`config.mk`:
```
export PLATFORM = sky130hd
export DESIGN_NAME = dmem_handshake_flat
export DESIGN_NICKNAME = d
export VERILOG_FILES = /design/src/rtl/dmem_handshake_pkg.sv /design/src/rtl/dmem_handshake_if.sv /design/src/rtl/dmem_handshake_lb_extract.sv /design/src/rtl/dmem_handshake.sv /design/src/flat_wrapper.sv
export SDC_FILE = /design/constraint.sdc
export NUM_CORES = 1
export LEC_CHECK = 0
export CAP_MARGIN = 20
export CORE_UTILIZATION = 44
export DETAILED_ROUTE_END_ITERATION = 10
export PLACE_DENSITY_LB_ADDON = 0.08
export SYNTH_ARGS = -nofsm -noshare
export SYNTH_HDL_FRONTEND = slang
export SYNTH_SLANG_ARGS = --single-unit
```
`constraint.sdc`:
```
create_clock -name clk -period 2.5 [get_ports clk]
set_input_delay 0.75 -clock clk [delete_from_list [all_inputs] [get_ports clk]]
set_output_delay 0.75 -clock clk [all_outputs]
set_load 0.02 [all_outputs]
```
`src/rtl/dmem_handshake_pkg.sv`:
```
// rtl/dmem_handshake_pkg.sv - shared types, constants and lb helper for the memory-stage responder
package dmem_pkg;

    typedef enum logic [1:0] {
        IDLE = 2'd0,
        REQ  = 2'd1,
        DONE = 2'd2
    } dmem_state_t;

    // Load result substituted when the memory never acknowledges
    localparam logic [31:0] DMEM_ERR_DATA = 32'hDEADBEEF;

    // Little-endian byte select followed by sign-extension to a full word
    function automatic logic [31:0] byte_sext(input logic [31:0] word, input logic [1:0] off);
        logic [7:0] b;
        b = word[{off, 3'b000} +: 8];
        return {{24{b[7]}}, b};
    endfunction

endpackage

```
`src/rtl/dmem_handshake_if.sv`:
```
// rtl/dmem_handshake_if.sv - req/ack data-memory port bundle
interface dmem_handshake_if #(
    parameter int AW = 32,
    parameter int DW = 32
);
    logic          memreq;
    logic          memwe;
    logic [AW-1:0] memaddr;
    logic [DW-1:0] memwdata;
    logic [DW-1:0] memrdata;
    logic          memack;

    modport master (
        output memreq, memwe, memaddr, memwdata,
        input  memrdata, memack
    );

    modport slave (
        input  memreq, memwe, memaddr, memwdata,
        output memrdata, memack
    );
endinterface

```
`src/rtl/dmem_handshake_lb_extract.sv`:
```
// rtl/dmem_handshake_lb_extract.sv - combinational lb byte select and sign-extension
module lb_extract
    import dmem_pkg::*;
#(
    parameter int DW = 32
) (
    input  logic [DW-1:0] i_word,
    input  logic [1:0]    i_off,
    output logic [DW-1:0] o_data
);

    // The signed cast keeps the sign bit propagating if the bus is wider than a word
    assign o_data = DW'($signed(byte_sext(i_word[31:0], i_off)));

endmodule

```
`src/rtl/dmem_handshake.sv`:
```
// rtl/dmem_handshake.sv - M-stage load/store to req/ack memory responder (optional MEM_TIMEOUT_EN)
module dmem_handshake
    import dmem_pkg::*;
#(
    parameter int DW       = 32,
    parameter int AW       = 32,
    parameter int WAIT_MAX = 255
) (
    input  logic                clk,
    input  logic                reset,
    input  logic                memtoregM,
    input  logic                memwriteM,
    input  logic                lbM,
    input  logic [AW-1:0]       aluoutM,
    input  logic [DW-1:0]       writedataM,
    output logic                stallM,
    output logic [DW-1:0]       readdataM,
    output logic                memerr,
    dmem_handshake_if.master    mem
);

    dmem_state_t   r_state;
    logic          r_memreq;
    logic          r_memwe;
    logic [AW-1:0] r_memaddr;
    logic [DW-1:0] r_memwdata;
    logic [DW-1:0] r_readdata;
    logic          r_load;
    logic          r_lb;
    logic [1:0]    r_off;

    logic          w_access;
    logic          w_timeout;
    logic [DW-1:0] w_lb_data;

    assign w_access = memtoregM | memwriteM;

    // Freeze as soon as an access is seen in IDLE, and for every REQ cycle; DONE lets M advance
    assign stallM = ((r_state == IDLE) && w_access) || (r_state == REQ);

    assign mem.memreq   = r_memreq;
    assign mem.memwe    = r_memwe;
    assign mem.memaddr  = r_memaddr;
    assign mem.memwdata = r_memwdata;
    assign readdataM    = r_readdata;

    lb_extract #(.DW(DW)) u_lb_extract (
        .i_word (mem.memrdata),
        .i_off  (r_off),
        .o_data (w_lb_data)
    );

`ifdef MEM_TIMEOUT_EN
    localparam int CW = (WAIT_MAX < 2) ? 1 : $clog2(WAIT_MAX + 1);

    logic [CW-1:0] r_wait_cnt;
    logic          r_memerr;

    // Give up in the REQ cycle that would bring the unacknowledged count to WAIT_MAX
    assign w_timeout = (r_state == REQ) && !mem.memack && (r_wait_cnt == CW'(WAIT_MAX - 1));
    assign memerr    = r_memerr;

    // Count unacknowledged REQ cycles and pulse memerr for the DONE cycle a timeout produces
    always_ff @(posedge clk or negedge reset) begin
        if (!reset) begin
            r_wait_cnt <= '0;
            r_memerr   <= 1'b0;
        end else begin
            r_memerr <= w_timeout;
            if ((r_state == IDLE) && w_access) begin
                r_wait_cnt <= '0;
            end else if ((r_state == REQ) && !mem.memack) begin
                r_wait_cnt <= r_wait_cnt + 1'b1;
            end
        end
    end
`else
    wire w_unused_wait_max = (WAIT_MAX != 0);

    assign w_timeout = 1'b0;
    assign memerr    = 1'b0;
`endif

    // Transaction FSM: latch the access in IDLE, hold the request until ack, one DONE cycle to advance
    always_ff @(posedge clk or negedge reset) begin
        if (!reset) begin
            r_state    <= IDLE;
            r_memreq   <= 1'b0;
            r_memwe    <= 1'b0;
            r_memaddr  <= '0;
            r_memwdata <= '0;
            r_readdata <= '0;
            r_load     <= 1'b0;
            r_lb       <= 1'b0;
            r_off      <= 2'b00;
        end else begin
            case (r_state)
                IDLE: begin
                    if (w_access) begin
                        r_state    <= REQ;
                        r_memreq   <= 1'b1;
                        r_memwe    <= memwriteM;
                        r_memaddr  <= {aluoutM[AW-1:2], 2'b00};
                        r_memwdata <= writedataM;
                        r_load     <= memtoregM & ~memwriteM;
                        r_lb       <= lbM & ~memwriteM;
                        r_off      <= aluoutM[1:0];
                    end
                end
                REQ: begin
                    if (mem.memack) begin
                        r_state  <= DONE;
                        r_memreq <= 1'b0;
                        r_memwe  <= 1'b0;
                        if (r_load) begin
                            r_readdata <= r_lb ? w_lb_data : mem.memrdata;
                        end
                    end else if (w_timeout) begin
                        r_state  <= DONE;
                        r_memreq <= 1'b0;
                        r_memwe  <= 1'b0;
                        if (r_load) begin
                            r_readdata <= DW'(DMEM_ERR_DATA);
                        end
                    end
                end
                DONE: begin
                    r_state <= IDLE;
                end
                default: begin
                    r_state  <= IDLE;
                    r_memreq <= 1'b0;
                    r_memwe  <= 1'b0;
                end
            endcase
        end
    end

endmodule

```
`src/flat_wrapper.sv`:
```
// flat-port wrapper written by rule: the top's interface ports become plain ports
module dmem_handshake_flat import dmem_pkg::*;
#(
    parameter int DW       = 32,
    parameter int AW       = 32,
    parameter int WAIT_MAX = 255
)
  (clk, reset, memtoregM, memwriteM, lbM, aluoutM, writedataM, stallM, readdataM, memerr, mem_memreq, mem_memwe, mem_memaddr, mem_memwdata, mem_memrdata, mem_memack);
  dmem_handshake_if #(.AW(AW), .DW(DW)) mem_i ();
  input  logic clk;
  input  logic reset;
  input  logic memtoregM;
  input  logic memwriteM;
  input  logic lbM;
  input  logic [AW-1:0] aluoutM;
  input  logic [DW-1:0] writedataM;
  output logic stallM;
  output logic [DW-1:0] readdataM;
  output logic memerr;
  output wire logic [$bits(mem_i.memreq)-1:0] mem_memreq;
  output wire logic [$bits(mem_i.memwe)-1:0] mem_memwe;
  output wire logic [$bits(mem_i.memaddr)-1:0] mem_memaddr;
  output wire logic [$bits(mem_i.memwdata)-1:0] mem_memwdata;
  input wire logic [$bits(mem_i.memrdata)-1:0] mem_memrdata;
  input wire logic [$bits(mem_i.memack)-1:0] mem_memack;
  assign mem_memreq = mem_i.memreq;
  assign mem_memwe = mem_i.memwe;
  assign mem_memaddr = mem_i.memaddr;
  assign mem_memwdata = mem_i.memwdata;
  assign mem_i.memrdata = mem_memrdata;
  assign mem_i.memack = mem_memack;
  dmem_handshake #(.DW(DW), .AW(AW), .WAIT_MAX(WAIT_MAX)) u_core (.clk(clk), .reset(reset), .memtoregM(memtoregM), .memwriteM(memwriteM), .lbM(lbM), .aluoutM(aluoutM), .writedataM(writedataM), .stallM(stallM), .readdataM(readdataM), .memerr(memerr), .mem(mem_i));
endmodule
```
==> results.ini, run 1 <==
[run_status]
status = complete, no violations

[placed_design]
place_congestion = 0.788
io_buffers = 198
place_ws_ns = -0.220
place_inst = 660
hpwl_mm = 8.03

[cts]
root_buffer = clkbuf_8
htreeDepth = 3
ctsHoldBuffers = 0
tritoncts = yes
clk_path_buf_depth = 2
clk_latency_ns = 0.36
numCtsBuffers = 9
clock_sinks = 102
path_clk_slew_ns = 0.10

[synth]
synth.largest_area_cell = dfrtp_1
yosys-top-cells-count = dfrtp_1, mux2_2, a21oi_1
synth_edf_count = 0
avgSynthCellArea_um2 = 12.3
synth_ff_type = dfrtp_1
synth_top_family_by_area = multiplexers
synth-seq-cells = 102
synthXorXnorAreaFrac_pct = 0
synth.distinct_cells = 31
synth_mux_area_share_pct = 18.0
synthAdderAreaFrac_pct = 0
synth_compound_area_share_pct = 10.4
yosysMostFrequentCell = dfrtp_1
yosys-top-cells-area = dfrtp_1, mux2_2, a21oi_1
ys_seq_area_share_pct = 59.4
synth_top_area_share_pct = 59.4
synthSimpleGateAreaFrac_pct = 5.97
synth_cells = 348
ys_warn_count = 0
async_flop_share_pct = 100
synthesis.area_um2 = 4290

[sta]
hold_viol = 0
finalMaxSlewViolations = 0
period_share_pct = 92.1
slew_headroom_pct = 60.8
worstMarginPinSlew_ns = 0.587
rsz0062_at_grt = no
fmax_mhz = 434
finClkSkew_ns = 0.00917
hold_slack_ns = 0.348
report.final.setup_viol = 0
setup_ws_ns = 0.197
period_needed_ns = 2.30

[grt]
grtUsageMet2_pct = 37.2
grt_use_met3_pct = 7.14
antenna_found_initial = 0
use_met1_pct = 26.1
grt_pass1_wl_mm = 17.2
top_usage_layer = met2
grt-ovfl-total = 0
grtUsageTotal_pct = 22.1
grt_max_degree = 42
first_global_vias = 3531

[finish]
num-nets-final = 644
fin_cells = 676
synthToLayoutAreaGrowth_pct = 52.6
num_antenna_cells = 0
drive_gt1_share_pct = 17.9

[route]
vias_per_cell = 5.05
drc = 0
drtPass1Iterations = 4
wl_per_cell_um = 16.1
vias = 3415
ant_nets = 0
drt_iter0_drc = 105
wl_mm = 10.9

[pwr]
p_total_mw = 8.62
p_leak_nw = 2.70
power.density_nw_per_um2 = 1320
peakVddDrop_mv = 0.704

[floorplanning]
die-width_um = 101
rows = 35
io_pins = 202
coreArea_um2 = 9330
initial_utilization_pct = 46.0
die-area_um2 = 10200
fp.dieH_um = 101

[worst_setup_path]
crit_path_start_kind = input pin
cp_slowest_cell = clkdlybuf4s50_1
cp_cell_sequence = clkdlybuf4s50_1, nor3_1, nor2_1, clkbuf_2
r2r_setup_slack_ns = 0.69
cp-end-kind = output pin
worstPathArrival_ns = 1.55
cp_max_fo = 2
crit_type = input pin to output pin
critPathMaxStageDelay_ns = 0.42
required_ns = 1.75

[worst_hold_path]
hp-class = input pin to async pin

[job]
maxCapViolCount = 0

through the flow:
step           util (%)  setup TNS (ns)  cell area, µm²
4_1_cts            70.3               0            6560
6_report           70.2               0            6550
5_1_grt            70.2               0            6550
3_3_place_gp       68.2          -0.211            6360
2_1_floorplan         -               0            4300
3_5_place_dp       68.2          -0.220            6360
where the power goes:
part	total, mW	internal, mW	switching [mW]
clock network	1.04	0.471	0.572
registers	3.00	2.48	0.523
logic	4.57	2.38	2.19
total	8.62	5.33	3.29
cell type report:
class | count | area, µm²
Fill cell | 707 | 2780
Timing Repair Buffer | 209 | 2110
Clock buffer | 10 | 128
Multi-Input combinational cell | 209 | 1490
Inverter | 11 | 41.3
Sequential cell | 102 | 2550
Clock inverter | 6 | 68.8
Tap cell | 129 | 161
worst max-delay path: cells and delay by family:
| family | cells | cell delay, ns |
|---|---|---|
| buffers and inverters | 2 | 0.58 |
| AND/OR/NAND/NOR | 2 | 0.22 |
final timing paths:
check	from	end	cells past startpoint
worst max-delay path	memwriteM	stallM	4
worst min-delay path	reset	u_core.readdataM[4]	1
worst max register to register	u_core.r_off[0]	u_core.readdataM[10]	3
worst min register to register	u_core.readdataM[4]	u_core.readdataM[4]	2
max in group asynchronous	reset	u_core.readdataM[26]	2
min in group clk	u_core.readdataM[4]	u_core.readdataM[4]	2
kinds of logic (layout without fill, tap and decap cells):
family,Yosys count,after routing
flops,102,102
compound gates,82,82
mux,68,68
simple gates,56,56
buf+inv,39,236
other cells,1,3
state kept, by name (all words and copies together) (netlist names):
name                 cells
u_core.readdataM        32
u_core.r_off             2
u_core.mem.memwe         1
u_core.mem.memreq        1
u_core.mem.memwdata     32
u_core.r_state           2
u_core.r_load            1
u_core.r_lb              1
u_core.mem.memaddr      30
cells in the final DEF (no fill, tap or decap), types with 2 or more instances in the layout:
cell and n:
clkdlybuf4s50_1 196, a21oi_1 51, a2bb2oi_1 2, inv_6 2, o21ai_1 5, o21ai_0 13, buf_12 4, dfrtp_1 102
mux2i_1 3, clkbuf_8 9, o22ai_1 5, conb_1 3, nand2b_1 2, a311oi_1 5, inv_1 11, nand2_1 9
mux2_2 64, buf_4 8, nor2_1 35
repair_timing:
| action | in CTS | in global routing |
|---|---|---|
| endpoints found under the setup margin | 1 | 1 |
| gates resized for setup | 1 | 2 |
| pin swaps | 0 | 0 |
| setup buffers | 0 | 0 |
routing by layer:
| layer | vias up | share of wire, % |
|---|---|---|
| met5 | - | 0 |
| met4 | 0 | 2.0 |
| met3 | 17 | 9.3 |
| met2 | 155 | 50 |
| met1 | 1655 | 39 |
| li1 | 1588 | - |
Power figures use the tool's default switching activity.
==> inputs of run 2 (changes only) <==
--- a/config.mk
+++ b/config.mk
@@ -5,8 +5,11 @@
 export SDC_FILE = /design/constraint.sdc
 export NUM_CORES = 1
 export LEC_CHECK = 0
+export ABC_AREA = 1
 export CAP_MARGIN = 20
-export CORE_UTILIZATION = 44
+export CELL_PAD_IN_SITES_DETAIL_PLACEMENT = 1
+export CELL_PAD_IN_SITES_GLOBAL_PLACEMENT = 1
+export CORE_UTILIZATION = 32
 export DETAILED_ROUTE_END_ITERATION = 10
 export PLACE_DENSITY_LB_ADDON = 0.08
 export SYNTH_ARGS = -nofsm -noshare
==> results.ini, run 2 <==
[run_status]
status = complete, no violations

[synth]
synth_ff_type = dfrtp_1
synth_cells = 603
synth_mux_area_share_pct = 0
synthSimpleGateAreaFrac_pct = 29.0
avgSynthCellArea_um2 = 7.64
synthAdderAreaFrac_pct = 0
synthesis.area_um2 = 4610
synth.distinct_cells = 20
ys_seq_area_share_pct = 55.4
synth.largest_area_cell = dfrtp_1
ys_warn_count = 0
synth-seq-cells = 102
synth_compound_area_share_pct = 4.37
yosys-top-cells-area = dfrtp_1, nand2_1, inv_1
synth_top_area_share_pct = 55.4
synthXorXnorAreaFrac_pct = 0
yosys-top-cells-count = nand2_1, dfrtp_1, inv_1
yosysMostFrequentCell = nand2_1
synth_edf_count = 0
synth_top_family_by_area = simple AND/OR/NAND/NOR gates
async_flop_share_pct = 100

[sta]
period_needed_ns = 2.44
slew_headroom_pct = 61.9
hold_slack_ns = 0.368
period_share_pct = 97.5
rsz0062_at_grt = no
report.final.setup_viol = 0
fmax_mhz = 410
worstMarginPinSlew_ns = 0.572
finClkSkew_ns = 0.00678
finalMaxSlewViolations = 0
hold_viol = 0
tns_ns = 0

[worst_setup_path]
crit_buf_inv = 3
crit-reg2reg-launch = u_core.r_lb
rr_endpoint = u_core.readdataM[2]
reg2regPathDepth = 5
r2r_setup_slack_ns = 0.82
crit_top_cell = nand2_1
critPathMaxStageDelay_ns = 0.48
crit_type = input pin to output pin
crit_path_start_kind = input pin
cp-end-kind = output pin
required_ns = 1.75
worstPathArrival_ns = 1.69
cp_top_family = buffers and inverters
cp_cell_sequence = clkdlybuf4s50_1, inv_1, nand2_1, nand2_1, nand2_1, buf_2
cp_max_fo = 2
cp_slowest_cell = clkdlybuf4s50_1

[finish]
layout_commonest_cell = nand2_1
final_util_pct = 50.4
num-nets-final = 896
drive_gt1_share_pct = 5.01
synthToLayoutAreaGrowth_pct = 52.9
num_antenna_cells = 0
layout_common_cells = nand2_1, clkdlybuf4s50_1, dfrtp_1, inv_1, nor2_1

[route]
wl_per_cell_um = 14.7
vias = 4349
drtPass1Iterations = 4
wl_mm = 14.4
ant_nets = 0
drt_iter0_drc = 91
vias_per_cell = 4.44
drc = 0

[floorplanning]
io_pins = 202
coreArea_um2 = 14000
die-area_um2 = 14900
rows = 43
fp.dieH_um = 122
die-width_um = 122
initial_utilization_pct = 33.0

[job]
maxCapViolCount = 0

[cts]
numCtsBuffers = 9
path_clk_slew_ns = 0.07
root_buffer = clkbuf_16
ctsHoldBuffers = 0
clock_sinks = 102
clk_path_buf_depth = 2
tritoncts = yes
htreeDepth = 3
ctsResizeCount = 4
clk_latency_ns = 0.35
postCtsSetupRepairBufs = 0

[worst_hold_path]
hp-class = input pin to async pin

[grt]
grt_max_degree = 65
first_global_vias = 4694
grt_pass1_wl_mm = 23.0
antenna_found_initial = 0
grtUsageTotal_pct = 20.3
grt-ovfl-total = 0

[placed_design]
place_congestion = 0.844
hpwl_mm = 10.6
io_buffers = 198

[pwr]
p_leak_nw = 3.70
peakVddDrop_mv = 0.545
power.density_nw_per_um2 = 1280

[run 2: changes by cell type after synthesis, moves of 23 or more]
cell,previous run,this run
mux2_2,64,0
nand2_1,9,264
a21oi_1,51,28
inv_1,11,84
nor2_1,35,62
[run 2: area by class of cell]
cell class,count,area [µm²]
Clock inverter,3,20.0
Timing Repair Buffer,208,2110
Fill cell,1704,6940
Sequential cell,102,2550
Tap cell,180,225
Inverter,88,335
Clock buffer,13,250
Multi-Input combinational cell,385,1550
[run 2: stage by stage]
step / cell area (µm²) / setup WS, ns / cells / total power [mW]
6_report: 7050 / 0.0630 / 979 / 8.99
5_1_grt: 7050 / 0.0131 / 979 / 9.68
4_1_cts: 7050 / 0.0574 / 979 / 9.14
3_5_place_dp: 6780 / -0.385 / 963 / 7.77
3_3_place_gp: 6780 / -0.311 / 963 / 7.62
2_1_floorplan: 4620 / 0.679 / 605 / 5.47
[run 2: worst max-delay path by stage]
| stage | startpoint | to | slack, ns | cells after the start |
|---|---|---|---|---|
| global route | memtoregM | stallM | 0.01 | 6 |
| CTS | memwriteM | stallM | 0.06 | 6 |
| finish | memwriteM | stallM | 0.06 | 6 |
| detailed placement | memwriteM | stallM | -0.38 | 6 |
| global placement | memtoregM | stallM | -0.31 | 6 |
| floorplan | memwriteM | stallM | 0.68 | 4 |
[run 2: cells by family (layout without fill, tap and decap cells)]
logic type	Yosys count	after routing
compound gates	37	37
buf+inv	118	312
flops	102	102
other cells	1	3
simple gates	345	345
[run 2: worst register-to-register path, stage by stage, from the launching register on]
cell	delay [ns]
dfrtp_1	0.71
inv_1	0.23
a21oi_4	0.35
nand4_1	0.14
nand2_1	0.11
nand2_1	0.05
[run 2: per-layer routing]
layer / part of all wire (%) / global-route usage [%] / vias to the layer above / routed length [µm]
li1: - / - / 2136 / -
met2: 49 / 34.4 / 138 / 6980
met5: 0 / 0 / - / 0
met1: 40 / 23.1 / 2059 / 5800
met3: 9.3 / 7.49 / 16 / 1340
met4: 1.7 / 7.79 / 0 / 243
[run 2: report_power, final]
part	switching [mW]	internal (mW)	total [mW]
clock network	0.613	0.703	1.32
registers	0.490	2.44	2.93
logic	2.70	2.05	4.75
